### src/rtl/memory_controller_if.sv
// Bus bundle between the memory controller, the RAM/UART port, the fetch unit
// and the load/store buffer.
//   RAM   : mem_din (rd byte), mem_dout (wr byte), mem_a (byte addr),
//           mem_wr (write strobe), io_buffer_full (UART FIFO full)
//   Fetch : if_to_mc_ready/if_to_mc_PC request, mc_to_if_ready/mc_to_if_inst response
//   LSB   : lsb_to_mc_* request, mc_to_lsb_ready/mc_to_lsb_data response
// slave  = controller side, master = requesters/RAM side.
interface memory_controller_if;
    logic [7:0]  mem_din;
    logic [7:0]  mem_dout;
    logic [31:0] mem_a;
    logic        mem_wr;
    logic        io_buffer_full;

    logic        if_to_mc_ready;
    logic [31:0] if_to_mc_PC;
    logic        mc_to_if_ready;
    logic [31:0] mc_to_if_inst;

    logic        lsb_to_mc_ready;
    logic        lsb_to_mc_wr;
    logic [31:0] lsb_to_mc_addr;
    logic [1:0]  lsb_to_mc_len;
    logic [31:0] lsb_to_mc_data;
    logic        mc_to_lsb_ready;
    logic [31:0] mc_to_lsb_data;

    modport slave (
        input  mem_din, io_buffer_full,
        input  if_to_mc_ready, if_to_mc_PC,
        input  lsb_to_mc_ready, lsb_to_mc_wr, lsb_to_mc_addr, lsb_to_mc_len, lsb_to_mc_data,
        output mem_dout, mem_a, mem_wr,
        output mc_to_if_ready, mc_to_if_inst,
        output mc_to_lsb_ready, mc_to_lsb_data
    );

    modport master (
        output mem_din, io_buffer_full,
        output if_to_mc_ready, if_to_mc_PC,
        output lsb_to_mc_ready, lsb_to_mc_wr, lsb_to_mc_addr, lsb_to_mc_len, lsb_to_mc_data,
        input  mem_dout, mem_a, mem_wr,
        input  mc_to_if_ready, mc_to_if_inst,
        input  mc_to_lsb_ready, mc_to_lsb_data
    );
endinterface

### src/rtl/memory_controller.sv
// Byte-serial memory controller arbitrating instruction fetch and load/store
// traffic onto an 8-bit RAM port with one cycle of read latency.
// Ports:
//   clk_in  - clock
//   rst_in  - asynchronous active-high reset
//   rdy_in  - global enable; low freezes all state (mem_wr forced low)
//   clr_in  - pipeline flush; aborts reads, stores always complete
//   bus     - memory_controller_if.slave (RAM, fetch and LSB channels)
// Optional feature: define IO_BUFFER_GUARD_EN to hold off stores to the
// UART region (addr[17:16] == 2'b11) while io_buffer_full is high.
module memory_controller (
    input  logic               clk_in,
    input  logic               rst_in,
    input  logic               rdy_in,
    input  logic               clr_in,
    memory_controller_if.slave bus
);
    localparam int unsigned AW    = 32;
    localparam int unsigned DW    = 32;
    localparam int unsigned CNT_W = 3;

    typedef enum logic [1:0] {IDLE, IF_READ, LS_READ, LS_WRITE} state_t;

    state_t           state_q, state_d;
    logic [CNT_W-1:0] cnt_q, cnt_d;
    logic [CNT_W-1:0] len_q, len_d;
    logic [DW-1:0]    wdata_q, wdata_d;
    logic [DW-1:0]    rbuf_q, rbuf_d;
    logic [AW-1:0]    mem_a_q, mem_a_d;
    logic [7:0]       mem_dout_q, mem_dout_d;
    logic             mem_wr_q, mem_wr_d;
    logic             if_rdy_q, if_rdy_d;
    logic [DW-1:0]    if_inst_q, if_inst_d;
    logic             lsb_rdy_q, lsb_rdy_d;
    logic [DW-1:0]    lsb_data_q, lsb_data_d;

    logic [CNT_W-1:0] step;
    logic [CNT_W-1:0] lsb_n;
    logic [1:0]       bidx;
    logic [1:0]       wsel;
    logic             lsb_block;

    // Stores into the UART window wait while its FIFO is full.
`ifdef IO_BUFFER_GUARD_EN
    assign lsb_block = bus.lsb_to_mc_wr && (bus.lsb_to_mc_addr[17:16] == 2'b11)
                       && bus.io_buffer_full;
`else
    logic unused_io_full;
    assign unused_io_full = bus.io_buffer_full;
    assign lsb_block      = 1'b0;
`endif

    // Transfer length in bytes for an LSB request.
    always_comb begin
        case (bus.lsb_to_mc_len)
            2'b00:   lsb_n = CNT_W'(1);
            2'b01:   lsb_n = CNT_W'(2);
            default: lsb_n = CNT_W'(4);
        endcase
    end

    // Next-state and next-output logic. step is the index k of the edge being
    // evaluated; read byte k-2 arrives on mem_din one cycle after its address.
    always_comb begin
        state_d    = state_q;
        cnt_d      = cnt_q;
        len_d      = len_q;
        wdata_d    = wdata_q;
        rbuf_d     = rbuf_q;
        mem_a_d    = mem_a_q;
        mem_dout_d = mem_dout_q;
        mem_wr_d   = mem_wr_q;
        if_rdy_d   = 1'b0;
        if_inst_d  = if_inst_q;
        lsb_rdy_d  = 1'b0;
        lsb_data_d = lsb_data_q;
        step       = cnt_q + CNT_W'(1);
        bidx       = 2'(step - CNT_W'(2));
        wsel       = 2'(step);

        case (state_q)
            IDLE: begin
                mem_a_d  = '0;
                mem_wr_d = 1'b0;
                // No accept in a response cycle so a held request is not served twice.
                if (!if_rdy_q && !lsb_rdy_q) begin
                    if (bus.lsb_to_mc_ready && !lsb_block) begin
                        cnt_d   = '0;
                        len_d   = lsb_n;
                        mem_a_d = bus.lsb_to_mc_addr;
                        rbuf_d  = '0;
                        wdata_d = bus.lsb_to_mc_data;
                        if (bus.lsb_to_mc_wr) begin
                            state_d    = LS_WRITE;
                            mem_wr_d   = 1'b1;
                            mem_dout_d = bus.lsb_to_mc_data[7:0];
                        end else begin
                            state_d = LS_READ;
                        end
                    end else if (bus.if_to_mc_ready) begin
                        state_d = IF_READ;
                        cnt_d   = '0;
                        len_d   = CNT_W'(4);
                        mem_a_d = bus.if_to_mc_PC;
                        rbuf_d  = '0;
                    end
                end
            end

            IF_READ, LS_READ: begin
                if (clr_in) begin
                    state_d = IDLE;
                    cnt_d   = '0;
                    mem_a_d = '0;
                end else begin
                    cnt_d = step;
                    if (step < len_q) mem_a_d = mem_a_q + AW'(1);
                    if (step >= CNT_W'(2)) rbuf_d[{bidx, 3'b000} +: 8] = bus.mem_din;
                    if (step == len_q + CNT_W'(1)) begin
                        state_d = IDLE;
                        cnt_d   = '0;
                        mem_a_d = '0;
                        if (state_q == IF_READ) begin
                            if_rdy_d  = 1'b1;
                            if_inst_d = rbuf_d;
                        end else begin
                            lsb_rdy_d  = 1'b1;
                            lsb_data_d = rbuf_d;
                        end
                    end
                end
            end

            LS_WRITE: begin
                cnt_d = step;
                if (step < len_q) begin
                    mem_a_d    = mem_a_q + AW'(1);
                    mem_dout_d = wdata_q[{wsel, 3'b000} +: 8];
                end else begin
                    state_d   = IDLE;
                    cnt_d     = '0;
                    mem_a_d   = '0;
                    mem_wr_d  = 1'b0;
                    lsb_rdy_d = 1'b1;
                end
            end

            default: state_d = IDLE;
        endcase
    end

    // State and output registers; rdy_in low holds everything.
    always_ff @(posedge clk_in or posedge rst_in) begin
        if (rst_in) begin
            state_q    <= IDLE;
            cnt_q      <= '0;
            len_q      <= '0;
            wdata_q    <= '0;
            rbuf_q     <= '0;
            mem_a_q    <= '0;
            mem_dout_q <= '0;
            mem_wr_q   <= 1'b0;
            if_rdy_q   <= 1'b0;
            if_inst_q  <= '0;
            lsb_rdy_q  <= 1'b0;
            lsb_data_q <= '0;
        end else if (rdy_in) begin
            state_q    <= state_d;
            cnt_q      <= cnt_d;
            len_q      <= len_d;
            wdata_q    <= wdata_d;
            rbuf_q     <= rbuf_d;
            mem_a_q    <= mem_a_d;
            mem_dout_q <= mem_dout_d;
            mem_wr_q   <= mem_wr_d;
            if_rdy_q   <= if_rdy_d;
            if_inst_q  <= if_inst_d;
            lsb_rdy_q  <= lsb_rdy_d;
            lsb_data_q <= lsb_data_d;
        end
    end

    assign bus.mem_a           = mem_a_q;
    assign bus.mem_dout        = mem_dout_q;
    assign bus.mem_wr          = mem_wr_q & rdy_in;
    assign bus.mc_to_if_ready  = if_rdy_q;
    assign bus.mc_to_if_inst   = if_inst_q;
    assign bus.mc_to_lsb_ready = lsb_rdy_q;
    assign bus.mc_to_lsb_data  = lsb_data_q;
endmodule
### src/flat_wrapper.sv
// flat-port wrapper written by rule: the top's interface ports become plain ports
module memory_controller_flat 
  (clk_in, rst_in, rdy_in, clr_in, bus_mem_din, bus_io_buffer_full, bus_if_to_mc_ready, bus_if_to_mc_PC, bus_lsb_to_mc_ready, bus_lsb_to_mc_wr, bus_lsb_to_mc_addr, bus_lsb_to_mc_len, bus_lsb_to_mc_data, bus_mem_dout, bus_mem_a, bus_mem_wr, bus_mc_to_if_ready, bus_mc_to_if_inst, bus_mc_to_lsb_ready, bus_mc_to_lsb_data);
  memory_controller_if bus_i ();
  input  logic clk_in;
  input  logic rst_in;
  input  logic rdy_in;
  input  logic clr_in;
  input wire logic [$bits(bus_i.mem_din)-1:0] bus_mem_din;
  input wire logic [$bits(bus_i.io_buffer_full)-1:0] bus_io_buffer_full;
  input wire logic [$bits(bus_i.if_to_mc_ready)-1:0] bus_if_to_mc_ready;
  input wire logic [$bits(bus_i.if_to_mc_PC)-1:0] bus_if_to_mc_PC;
  input wire logic [$bits(bus_i.lsb_to_mc_ready)-1:0] bus_lsb_to_mc_ready;
  input wire logic [$bits(bus_i.lsb_to_mc_wr)-1:0] bus_lsb_to_mc_wr;
  input wire logic [$bits(bus_i.lsb_to_mc_addr)-1:0] bus_lsb_to_mc_addr;
  input wire logic [$bits(bus_i.lsb_to_mc_len)-1:0] bus_lsb_to_mc_len;
  input wire logic [$bits(bus_i.lsb_to_mc_data)-1:0] bus_lsb_to_mc_data;
  output wire logic [$bits(bus_i.mem_dout)-1:0] bus_mem_dout;
  output wire logic [$bits(bus_i.mem_a)-1:0] bus_mem_a;
  output wire logic [$bits(bus_i.mem_wr)-1:0] bus_mem_wr;
  output wire logic [$bits(bus_i.mc_to_if_ready)-1:0] bus_mc_to_if_ready;
  output wire logic [$bits(bus_i.mc_to_if_inst)-1:0] bus_mc_to_if_inst;
  output wire logic [$bits(bus_i.mc_to_lsb_ready)-1:0] bus_mc_to_lsb_ready;
  output wire logic [$bits(bus_i.mc_to_lsb_data)-1:0] bus_mc_to_lsb_data;
  assign bus_i.mem_din = bus_mem_din;
  assign bus_i.io_buffer_full = bus_io_buffer_full;
  assign bus_i.if_to_mc_ready = bus_if_to_mc_ready;
  assign bus_i.if_to_mc_PC = bus_if_to_mc_PC;
  assign bus_i.lsb_to_mc_ready = bus_lsb_to_mc_ready;
  assign bus_i.lsb_to_mc_wr = bus_lsb_to_mc_wr;
  assign bus_i.lsb_to_mc_addr = bus_lsb_to_mc_addr;
  assign bus_i.lsb_to_mc_len = bus_lsb_to_mc_len;
  assign bus_i.lsb_to_mc_data = bus_lsb_to_mc_data;
  assign bus_mem_dout = bus_i.mem_dout;
  assign bus_mem_a = bus_i.mem_a;
  assign bus_mem_wr = bus_i.mem_wr;
  assign bus_mc_to_if_ready = bus_i.mc_to_if_ready;
  assign bus_mc_to_if_inst = bus_i.mc_to_if_inst;
  assign bus_mc_to_lsb_ready = bus_i.mc_to_lsb_ready;
  assign bus_mc_to_lsb_data = bus_i.mc_to_lsb_data;
  memory_controller u_core (.clk_in(clk_in), .rst_in(rst_in), .rdy_in(rdy_in), .clr_in(clr_in), .bus(bus_i));
endmodule
### config.mk
export PLATFORM = sky130hd
export DESIGN_NAME = memory_controller_flat
export DESIGN_NICKNAME = d
export VERILOG_FILES = /design/src/rtl/memory_controller_if.sv /design/src/rtl/memory_controller.sv /design/src/flat_wrapper.sv
export SDC_FILE = /design/constraint.sdc
export NUM_CORES = 1
export LEC_CHECK = 0
export ABC_AREA = 1
export BUFFER_PORTS_ARGS = -buffer_cell sky130_fd_sc_hd__buf_2
export CORE_MARGIN = 2
export CORE_UTILIZATION = 40
export DETAILED_ROUTE_END_ITERATION = 8
export PLACE_DENSITY = 0.65
export SLEW_MARGIN = 0
export SYNTH_ARGS = -nofsm -noshare
export SYNTH_HDL_FRONTEND = slang
export SYNTH_SLANG_ARGS = --single-unit
### constraint.sdc
create_clock -name clk_in -period 6.1 [get_ports clk_in]
set_input_delay 0.61 -clock clk_in [delete_from_list [all_inputs] [get_ports clk_in]]
set_output_delay 0.61 -clock clk_in [all_outputs]
set_load 0.02 [all_outputs]
==> impl_metrics.env, run 1 <==
export IMPL_hold_path_class="in2async"
export IMPL_worstSetupPathType="reg2reg"
export IMPL_synth_edf_count=0
export IMPL_crit_chain="inv_1, ha_1, inv_2, nand2_1, nand2_1, nor2_1, nand3_2, nor3_4, buf_4, nand2_1, o21a_1"
export IMPL_gr_total_overflow=0
export IMPL_worstSetupEndpointType="register"
export IMPL_drv_slew=0
export IMPL_fmax_mhz=238.0
export IMPL_via_per_inst=4.958
export IMPL_ys_types=40
export IMPL_hold_viol_final=0
export IMPL_drive_above_1_share_pct=18.92
export IMPL_crit_required_ps=6420
export IMPL_slew_headroom_pct=31.28
export IMPL_cts_tree="yes"
export IMPL_wire_per_inst_um=14.65
export IMPL_ios=221
export IMPL_arrival_ps=4530
export IMPL_gp_congestion=0.8345
export IMPL_numCtsBuffers=17
export IMPL_port_buffers=219
export IMPL_finalSetupViolCount=0
export IMPL_synth_compound_area_share_pct=16.93
export IMPL_drc=0
export IMPL_vias=8894
export IMPL_initial_core_util_pct=40.90
export IMPL_layout_common_cells="nand2_1, buf_2, dfrtp_1"
export IMPL_antenna_left=0
export IMPL_grtUsageTotal_pct=20.89
export IMPL_drv_cap=0
export IMPL_leakage_uw=0.005798
export IMPL_cp_slowest_stage_delay_ps=860
export IMPL_drtIter0Drc=654
export IMPL_cts_resized=0
export IMPL_synth_top_family_by_area="simple AND/OR/NAND/NOR gates"
export IMPL_antenna_cells=0
export IMPL_syn2layout_area_growth_pct=19.92
export IMPL_crit_path_top_delay_cell="dfrtp_1"
export IMPL_fin_skew_ps=14.65
export IMPL_clock_latency_ps=430
export IMPL_ys_seq_area_share_pct=46.52
export IMPL_ctsHoldBuffers=0
export IMPL_cpMostUsedCell="nand2_1"
export IMPL_design_die_area_um2=25330
export IMPL_synth_async_reset_ratio_pct=100.0
export IMPL_rsz0062_at_grt="false"
export IMPL_final_common_cell="nand2_1"
export IMPL_grt_pass1_vias=8261
export IMPL_synth_xor_area_share_pct=1.274
export IMPL_core_area_um2=23540
export IMPL_drt_wl_total_um=26280
export IMPL_synth_warning_count=0
export IMPL_antenna_found_initial=1
export IMPL_drt_pass1_iter_count=5
export IMPL_muxShareOfSynthArea_pct=0
export IMPL_cts_num_sinks=179
export IMPL_cts_max_level=4
export IMPL_synth_flop_cell="dfrtp_1"
export IMPL_syn_inst=1274
export IMPL_synth_area_um2=9628
export IMPL_dp_hpwl_um=18710
export IMPL_start_kind="register"
export IMPL_synth_simple_gate_area_share_pct=23.22
export IMPL_power_density_nw_per_um2=510.8
export IMPL_period_minus_slack_ps=4202
export IMPL_grt_pass1_wl_um=43150
export IMPL_cts_path_max_buffers=2
export IMPL_rows=56
export IMPL_grt_max_degree=72
export IMPL_syn_nets=1405
export IMPL_ys_ff_latch=179
export IMPL_dieWidth_um=159.1
export IMPL_synth_adder_area_share_pct=2.209
export IMPL_utilization_pct=49.04
export IMPL_clkTransAtPathRegs_ps=80
export IMPL_period_share_pct=68.88
export IMPL_cts_setup_buffers=0
export IMPL_fin_tns_setup_ps=0
export IMPL_crit_fanout=27
export IMPL_num_nets_final=1593
export IMPL_max_vdd_ir_drop_uv=201.9
export IMPL_root_buffer="clkbuf_16"
export IMPL_tightest_slew_ps=1027
export IMPL_syn_avg_cell_area_um2=7.557
export IMPL_status="complete, no violations"
export IMPL_die_height_um=159.1
metal layers:
layer	GRT usage (%)	wire length (µm)	part of all wire [%]
met3	3.699	1359	5.2
met5	0	13	0.049
met4	5.041	319	1.2
met1	29.71	12530	48
met2	33.24	12060	46
worst paths after layout:
| path | start | to | slack [ps] | cells after the start |
|---|---|---|---|---|
| max in group asynchronous | rst_in | u_core.wdata_q[12]$_DFFE_PP0P_ | 4500 | 3 |
| setup reg to reg | u_core.cnt_q[0]$_DFFE_PP0P_ | u_core.bus.mc_to_if_inst[7]$_DFFE_PP0P_ | 1900 | 11 |
| min in group clk_in | bus_lsb_to_mc_len[1] | u_core.len_q[0]$_DFFE_PP0P_ | 370 | 2 |
| hold reg to reg | u_core.wdata_q[27]$_DFFE_PP0P_ | u_core.wdata_q[27]$_DFFE_PP0P_ | 470 | 2 |
| setup / recovery | u_core.cnt_q[0]$_DFFE_PP0P_ | u_core.bus.mc_to_if_inst[7]$_DFFE_PP0P_ | 1900 | 11 |
| hold / removal | rst_in | u_core.bus.mem_a[5]$_DFFE_PP0P_ | 230 | 2 |
power breakdown:
part	internal [µW]	total, µW	leakage [µW]	switching (µW)
Combinational	849	2630	0.00330	1780
Sequential	1730	2120	0.00221	394
Clock	593	1150	0.000294	554
Total	3170	5900	0.00580	2730
sequential cells by signal (all words and copies together), names as in the netlist:
register and count:
u_core.wdata_q 32, u_core.rbuf_q 32, u_core.bus.mc_to_if_inst 32, u_core.bus.mem_dout 8, u_core.cnt_q 3, u_core.bus.mc_to_lsb_data 32
u_core.bus.mc_to_if_ready 1, u_core.bus.mc_to_lsb_ready 1, u_core.bus.mem_a 32, u_core.len_q 3, u_core.state_q 2, u_core.mem_wr_q 1
kinds of logic after synthesis:
logic type | after synthesis
AOI/OAI and AO/OA | 279
DFF | 179
xor gates and xnor gates | 14
adders and majority gates | 17
and+or+nand+nor | 547
buffers and inverters | 238
final cells by class:
cell class / count / area (µm²)
timing repair buffer: 229 / 1171
inverter: 178 / 673.1
fill: 2436 / 12000
clock buffer: 17 / 425.4
sequential: 179 / 4479
multi-input combinational: 857 / 4210
tap: 319 / 399.1
clock inverter: 15 / 187.7
critical path: cells and delay by family (launching register included):
kind | cells | cell delay (ps)
AND/OR/NAND/NOR | 6 | 1320
buffers and inverters | 3 | 1000
flip-flops | 1 | 860
adder cells (fa/ha/maj) | 1 | 780
AO/OA/AOI/OAI | 1 | 120
metrics by stage:
| step | std cells | setup slack, ps | area, µm² | power (µW) | hold slack, ps |
|---|---|---|---|---|---|
| after CTS | 1794 | 1861 | 11550 | 5948 | 258.8 |
| final | 1794 | 1898 | 11550 | 5898 | 230.0 |
| after global placement | 1762 | 1869 | 10930 | 4724 | 456.1 |
| after detailed placement | 1762 | 1869 | 10930 | 4783 | 459.1 |
| after floorplan | 1274 | 631.4 | 9628 | 3932 | 441.6 |
| after global routing | 1794 | 1481 | 11550 | 6381 | 283.7 |
synthesized netlist by cell type (2+ instances only):
cell type | number | area, µm²
nor2_2 | 2 | 12.51
a22oi_1 | 28 | 210.2
inv_1 | 173 | 649.4
a22o_1 | 5 | 43.79
nand4_1 | 7 | 43.79
clkbuf_1 | 25 | 93.84
nand2_2 | 2 | 12.51
o2111ai_1 | 8 | 70.07
o22ai_1 | 18 | 112.6
buf_4 | 2 | 15.01
nor3_1 | 3 | 15.01
o21a_1 | 16 | 120.1
nand3_2 | 2 | 20.02
nand3b_1 | 6 | 45.04
o21ai_0 | 126 | 630.6
o31ai_1 | 2 | 15.01
dfrtp_1 | 179 | 4479
a21oi_1 | 49 | 245.2
inv_2 | 5 | 18.77
nand3_1 | 60 | 300.3
a21boi_0 | 8 | 60.06
o21ai_1 | 8 | 40.04
xnor2_1 | 4 | 35.03
a21o_1 | 8 | 60.06
nand2_1 | 290 | 1089
nor2_1 | 170 | 638.1
buf_2 | 30 | 150.1
xor2_1 | 10 | 87.58
ha_1 | 17 | 212.7
(Power assumes the default switching activity.)
==> run 2: changes to the inputs <==
--- a/config.mk
+++ b/config.mk
@@ -5,12 +5,12 @@
 export SDC_FILE = /design/constraint.sdc
 export NUM_CORES = 1
 export LEC_CHECK = 0
-export ABC_AREA = 1
+export ABC_AREA = 0
 export BUFFER_PORTS_ARGS = -buffer_cell sky130_fd_sc_hd__buf_2
 export CORE_MARGIN = 2
 export CORE_UTILIZATION = 40
 export DETAILED_ROUTE_END_ITERATION = 8
-export PLACE_DENSITY = 0.65
+export PLACE_DENSITY = 0.66
 export SLEW_MARGIN = 0
 export SYNTH_ARGS = -nofsm -noshare
 export SYNTH_HDL_FRONTEND = slang
==> constraint.sdc (replaced) <==
create_clock -name clk_in -period 4.35 [get_ports clk_in]
set_input_delay 0.435 -clock clk_in [delete_from_list [all_inputs] [get_ports clk_in]]
set_output_delay 0.435 -clock clk_in [all_outputs]
set_load 0.02 [all_outputs]
==> run 2 against run 1 <==
Compared with the run above:
- first-iteration DRC count down 24%
- sequential power up 13%
- global-route usage down 0.33 points
- synthesized area down 7.4%
- total power up 15%
- core utilization up 0.98 points
- clock power up 36%
- register-to-register slack worse by 840 ps
- non-clock buffer count up 1
==> impl_metrics.env, run 2 <==
export IMPL_status="complete, no violations"
export IMPL_worst_slack_ps=1053
export IMPL_final_area_um2=10920
export IMPL_ys_seq_area_share_pct=50.25
export IMPL_grtUsageMet1_pct=28.04
export IMPL_crit_required_ps=4670
export IMPL_syn2layout_area_growth_pct=22.47
export IMPL_ctsHoldBuffers=0
export IMPL_rows=54
export IMPL_p_seq_share_pct=35.3
export IMPL_layout_common_cells="buf_2, dfrtp_1, nand2_1"
export IMPL_synth_most_common_cell="dfrtp_1"
export IMPL_antenna_found_initial=1
export IMPL_fin_tns_setup_ps=0
export IMPL_cts_num_sinks=179
export IMPL_vias=7513
export IMPL_syn_inst=876
export IMPL_tightest_slew_ps=989.2
export IMPL_synth_async_reset_ratio_pct=100.0
export IMPL_grt_max_degree=180
export IMPL_root_buffer="clkbuf_16"
export IMPL_reg2regPathDepth=7
export IMPL_die_height_um=153.3
export IMPL_cts_resized=0
export IMPL_top_usage_layer="met2"
export IMPL_gr_total_overflow=0
export IMPL_synth_common_cells="dfrtp_1, nand2_1, o21ai_0, a21oi_1, mux2_2"
export IMPL_core_area_um2=21820
export IMPL_placed_area_um2=10300
export IMPL_crit_path_top_delay_cell="a221o_1"
export IMPL_synth_area_top_cells="dfrtp_1, mux2_2, o21ai_0"
export IMPL_worstSetupEndpointType="register"
export IMPL_cts_setup_buffers=0
export IMPL_dp_slack_ps=1060
export IMPL_gr_usage_met3_pct=4.026
export IMPL_gp_congestion=0.8816
export IMPL_drive_above_1_share_pct=30.39
export IMPL_grt_pass1_vias=7405
export IMPL_leakage_uw=0.005114
export IMPL_hold_path_class="in2reg"
export IMPL_r2r_end="u_core.bus.mem_a[19]$_DFFE_PP0P_"
export IMPL_internal_power_uw=4059
export IMPL_start_kind="register"
export IMPL_finalSetupViolCount=0
export IMPL_synth_edf_count=0
export IMPL_power_density_nw_per_um2=621.8
export IMPL_ys_ff_latch=179
export IMPL_dieWidth_um=153.3
export IMPL_design_die_area_um2=23490
export IMPL_arrival_ps=3620
export IMPL_drv_slew=0
export IMPL_cts_max_level=4
export IMPL_port_buffers=219
export IMPL_max_vdd_ir_drop_uv=283.1
export IMPL_drv_cap=0
export IMPL_whs_ps=196.9
export IMPL_synth_area_um2=8914
export IMPL_r2r_start="u_core.cnt_q[0]$_DFFE_PP0P_"
export IMPL_hold_viol_final=0
export IMPL_ios=221
export IMPL_fmax_mhz=303.3
export IMPL_min_path_cells=2
export IMPL_antenna_cells=0
export IMPL_dp_hpwl_um=16480
export IMPL_cts_path_max_buffers=2
export IMPL_power_switching_uw=2729
export IMPL_cp_slowest_stage_delay_ps=690
export IMPL_syn_nets=1007
export IMPL_num_nets_final=1208
export IMPL_wire_per_inst_um=17.40
export IMPL_cp_top_family="compound AO/OA/AOI/OAI gates"
export IMPL_critPathBufInv=1
export IMPL_ff2ff_setup_slack_ps=1050
export IMPL_synth_warning_count=0
export IMPL_crit_fanout=16
export IMPL_via_per_inst=5.488
export IMPL_grtUsageMet2_pct=33.33
export IMPL_syn_avg_cell_area_um2=10.18
export IMPL_yosysTopAreaCellShare_pct=50.25
export IMPL_rsz0062_at_grt="false"
export IMPL_drt_wl_total_um=23830
export IMPL_drtIter0Drc=494
export IMPL_ys_types=58
export IMPL_clkTransAtPathRegs_ps=70
export IMPL_p_clk_share_pct=23.0
export IMPL_drc=0
export IMPL_cts_tree="yes"
export IMPL_final_common_cell="buf_2"
export IMPL_drt_pass1_iter_count=5
export IMPL_power_total_uw=6788
export IMPL_min_delay_start="bus_lsb_to_mc_len[0]"
export IMPL_swShare_pct=40.20
export IMPL_grtUsageTotal_pct=20.56
export IMPL_grt_pass1_wl_um=39140
export IMPL_yosysTopAreaCell="dfrtp_1"
export IMPL_hold_path_end="u_core.len_q[0]$_DFFE_PP0P_"
export IMPL_fin_skew_ps=12.19
export IMPL_period_minus_slack_ps=3297
export IMPL_slew_headroom_pct=34.06
export IMPL_crit_chain="inv_1, ha_1, xor2_1, nor3b_1, a221o_1, o21ai_0, a22o_1"
export IMPL_period_share_pct=75.79
export IMPL_p_comb_share_pct=41.7
export IMPL_worstSetupPathType="reg2reg"
export IMPL_initial_core_util_pct=40.84
export IMPL_synth_flop_cell="dfrtp_1"
export IMPL_antenna_left=0
export IMPL_clock_latency_ps=430
export IMPL_numCtsBuffers=17
## run 2: cell types whose count changed after synthesis, sizes merged, moves of 26 or more
cell,previous run,this run
nand2,292,99
inv,178,35
nor2,172,39
o21ai,135,79
mux2,0,49
nand3,62,24
a22o,5,40
and3,0,28
buf,34,8
## run 2: cell type report
type,instances,area [µm²]
clock buffer,18,439.2
clock inverter,13,147.6
sequential,179,4479
multi-input combinational,614,4141
timing repair buffer,230,1224
fill,2086,10910
tap,280,350.3
inverter,35,135.1
## run 2: through the flow
| step | std cells | utilization, % |
|---|---|---|
| finish | 1369 | 50.02 |
| global route | 1369 | 50.02 |
| CTS | 1368 | 49.90 |
| detailed placement | 1337 | 47.21 |
| global placement | 1337 | 47.21 |
| floorplan | 876 | - |
## run 2: how the worst max path moves through the flow
stage,startpoint,to,slack (ps),cells after the start
2_1_floorplan,u_core.cnt_q[0]$_DFFE_PP0P_,u_core.bus.mem_a[21]$_DFFE_PP0P_,1480,11
3_3_place_gp,u_core.cnt_q[0]$_DFFE_PP0P_,u_core.bus.mem_a[19]$_DFFE_PP0P_,1070,7
3_5_place_dp,u_core.cnt_q[0]$_DFFE_PP0P_,u_core.bus.mem_a[19]$_DFFE_PP0P_,1060,7
4_1_cts,u_core.cnt_q[0]$_DFFE_PP0P_,u_core.bus.mem_a[19]$_DFFE_PP0P_,1050,7
5_1_grt,u_core.cnt_q[0]$_DFFE_PP0P_,u_core.bus.mem_a[7]$_DFFE_PP0P_,770,7
6_report,u_core.cnt_q[0]$_DFFE_PP0P_,u_core.bus.mem_a[19]$_DFFE_PP0P_,1050,7
## run 2: worst reg2reg max path, stage by stage (launching register included)
cell,delay [ps]
dfrtp_1,540
inv_1,160
ha_1,580
xor2_1,180
nor3b_1,590
a221o_1,690
o21ai_0,200
a22o_1,260
## run 2: layer usage
layer	up-vias	routed length [µm]
li1	3640	-
met4	0	365
met2	228	11350
met1	3621	10800
met3	24	1311
met5	-	0
## run 2: cell families after synthesis
kind of cell               share of synthesized area (%)
AOI/OAI and AO/OA                                  20.82
DFF                                                50.25
adders and majority gates                          2.386
muxes                                              8.436
and+or+nand+nor                                    13.81
xor gates and xnor gates                          0.6879
buffers and inverters                              3.608
## run 2: power groups by stage
stage	registers (µW)	logic, µW	clock network [µW]
2_1_floorplan	2580	1800	0
3_3_place_gp	2410	2780	0
3_5_place_dp	2430	2840	0
4_1_cts	2400	2840	1600
5_1_grt	2460	3130	1660
6_report	2400	2830	1560
==> run 3: changes to the inputs <==
==> constraint.sdc (replaced) <==
create_clock -name clk_in -period 3.34 [get_ports clk_in]
set_input_delay 0.334 -clock clk_in [delete_from_list [all_inputs] [get_ports clk_in]]
set_output_delay 0.334 -clock clk_in [all_outputs]
set_load 0.02 [all_outputs]
==> run 3 against run 2 <==
Compared with the run above:
- first-iteration DRC count increased by 2.2%
- count of clock-buffer cells in the layout unchanged
- highest routed layer is now met5
- total power increased by 30%
- critical path depth increased by 2
- die area unchanged
- critical path type unchanged
- register-to-register slack got worse by 730 ps
- clock power increased by 28%
==> impl_metrics.env, run 3 (synthesis results as in run 2) <==
export IMPL_wire_per_inst_um=17.50
export IMPL_drive_above_1_share_pct=31.09
export IMPL_crit_required_ps=3650
export IMPL_cts_num_sinks=179
export IMPL_power_total_uw=8838
export IMPL_drc=0
export IMPL_via_per_inst=5.472
export IMPL_grt_pass1_vias=7633
export IMPL_gp_congestion=0.8787
export IMPL_cts_max_level=4
export IMPL_antenna_found_initial=2
export IMPL_fin_tns_setup_ps=0
export IMPL_fmax_mhz=331.0
export IMPL_leakage_uw=0.005142
export IMPL_core_area_um2=21820
export IMPL_syn2layout_area_growth_pct=23.20
export IMPL_cts_resized=0
export IMPL_drtIter0Drc=505
export IMPL_dieWidth_um=153.3
export IMPL_r2r_start="u_core.cnt_q[0]$_DFFE_PP0P_"
export IMPL_layout_common_cells="buf_2, dfrtp_1, nand2_1"
export IMPL_initial_core_util_pct=40.84
export IMPL_power_density_nw_per_um2=804.8
export IMPL_root_buffer="clkbuf_16"
export IMPL_worstSetupEndpointType="register"
export IMPL_design_die_area_um2=23490
export IMPL_rsz0062_at_grt="false"
export IMPL_vias=7557
export IMPL_status="complete, no violations"
export IMPL_antenna_left=0
export IMPL_drt_pass1_iter_count=5
export IMPL_grtUsageTotal_pct=20.91
export IMPL_drt_wl_total_um=24160
export IMPL_numCtsBuffers=17
export IMPL_gr_total_overflow=0
export IMPL_ctsHoldBuffers=0
export IMPL_num_nets_final=1218
export IMPL_die_height_um=153.3
export IMPL_grt_max_degree=65
export IMPL_max_vdd_ir_drop_uv=403.2
export IMPL_cts_tree="yes"
export IMPL_cts_path_max_buffers=2
export IMPL_finalSetupViolCount=0
export IMPL_period_share_pct=90.45
export IMPL_drv_slew=0
export IMPL_start_kind="register"
export IMPL_period_minus_slack_ps=3021
export IMPL_ios=221
export IMPL_grt_pass1_wl_um=39840
export IMPL_fin_skew_ps=15.05
export IMPL_drv_cap=0
export IMPL_reg2regPathDepth=9
export IMPL_crit_fanout=32
export IMPL_r2r_end="u_core.bus.mem_a[21]$_DFFE_PP0P_"
export IMPL_tightest_slew_ps=938.2
export IMPL_worstSetupPathType="reg2reg"
export IMPL_hold_viol_final=0
export IMPL_final_common_cell="buf_2"
export IMPL_clkTransAtPathRegs_ps=70
export IMPL_rows=54
export IMPL_ff2ff_setup_slack_ps=320
export IMPL_startpoint="u_core.cnt_q[0]$_DFFE_PP0P_"
export IMPL_arrival_ps=3330
export IMPL_hold_path_class="in2async"
export IMPL_port_buffers=219
export IMPL_slew_headroom_pct=37.32
export IMPL_cts_setup_buffers=0
export IMPL_dp_hpwl_um=17220
export IMPL_clock_latency_ps=430
[run 3: changes by cell type in the layout (fill, tap and decap cells not counted), moves of 2 or more]
cell / change
buf_4: +10
clkinvlp_4: +4
inv_8: +2
inv_6: -2
clkinv_2: -2
[run 3: final cells by class]
class	count	area, µm²
repair buffers	240	1291
clock buffers	18	439.2
flip-flops and latches	179	4479
fillers	2095	10840
diodes	1	2.502
inverters	35	135.1
clock inverters	14	142.6
multi-input cells	614	4141
well taps	280	350.3
[run 3: power by group]
group	internal (µW)	leakage [µW]	switching (µW)	total, µW
Sequential	2710	0.00238	419	3130
Clock	1070	0.000275	917	1990
Combinational	1490	0.00249	2240	3720
Total	5260	0.00514	3570	8840
[run 3: stage by stage]
step	hold slack (ps)	instance area, µm²	instances	util, %	setup WS (ps)
floorplan	416.5	8917	876	-	473.6
global placement	456.6	10400	1348	47.64	413.0
detailed placement	464.2	10400	1348	47.64	343.9
CTS	75.20	10980	1380	50.31	333.4
global route	80.36	10980	1380	50.31	77.58
finish	95.69	10980	1381	50.32	318.8
[run 3: routing by layer]
| metal | vias up | GRT usage, % | part of all wire [%] |
|---|---|---|---|
| met1 | 3641 | 28.26 | 46 |
| met4 | 2 | 5.335 | 0.81 |
| met5 | - | 0 | 0.054 |
| met2 | 233 | 34.25 | 47 |
| met3 | 16 | 4.650 | 5.5 |
| li1 | 3665 | - | - |
[run 3: critical path, cell delays in order, from the launching register on]
cell	delay (ps)
dfrtp_1	540
inv_1	160
ha_1	430
ha_1	320
nand3b_1	80
and2_1	230
a221oi_4	360
buf_4	370
o22ai_1	110
a221o_1	300
[run 3: worst max-delay path by stage]
| stage | to | depth (start not counted) |
|---|---|---|
| 6_report | u_core.bus.mem_a[21]$_DFFE_PP0P_ | 9 |
| 5_1_grt | u_core.bus.mem_a[21]$_DFFE_PP0P_ | 9 |
| 3_5_place_dp | u_core.bus.mem_a[21]$_DFFE_PP0P_ | 9 |
| 4_1_cts | u_core.bus.mem_a[21]$_DFFE_PP0P_ | 9 |
| 3_3_place_gp | u_core.bus.mem_a[21]$_DFFE_PP0P_ | 9 |
| 2_1_floorplan | u_core.bus.mem_a[21]$_DFFE_PP0P_ | 11 |
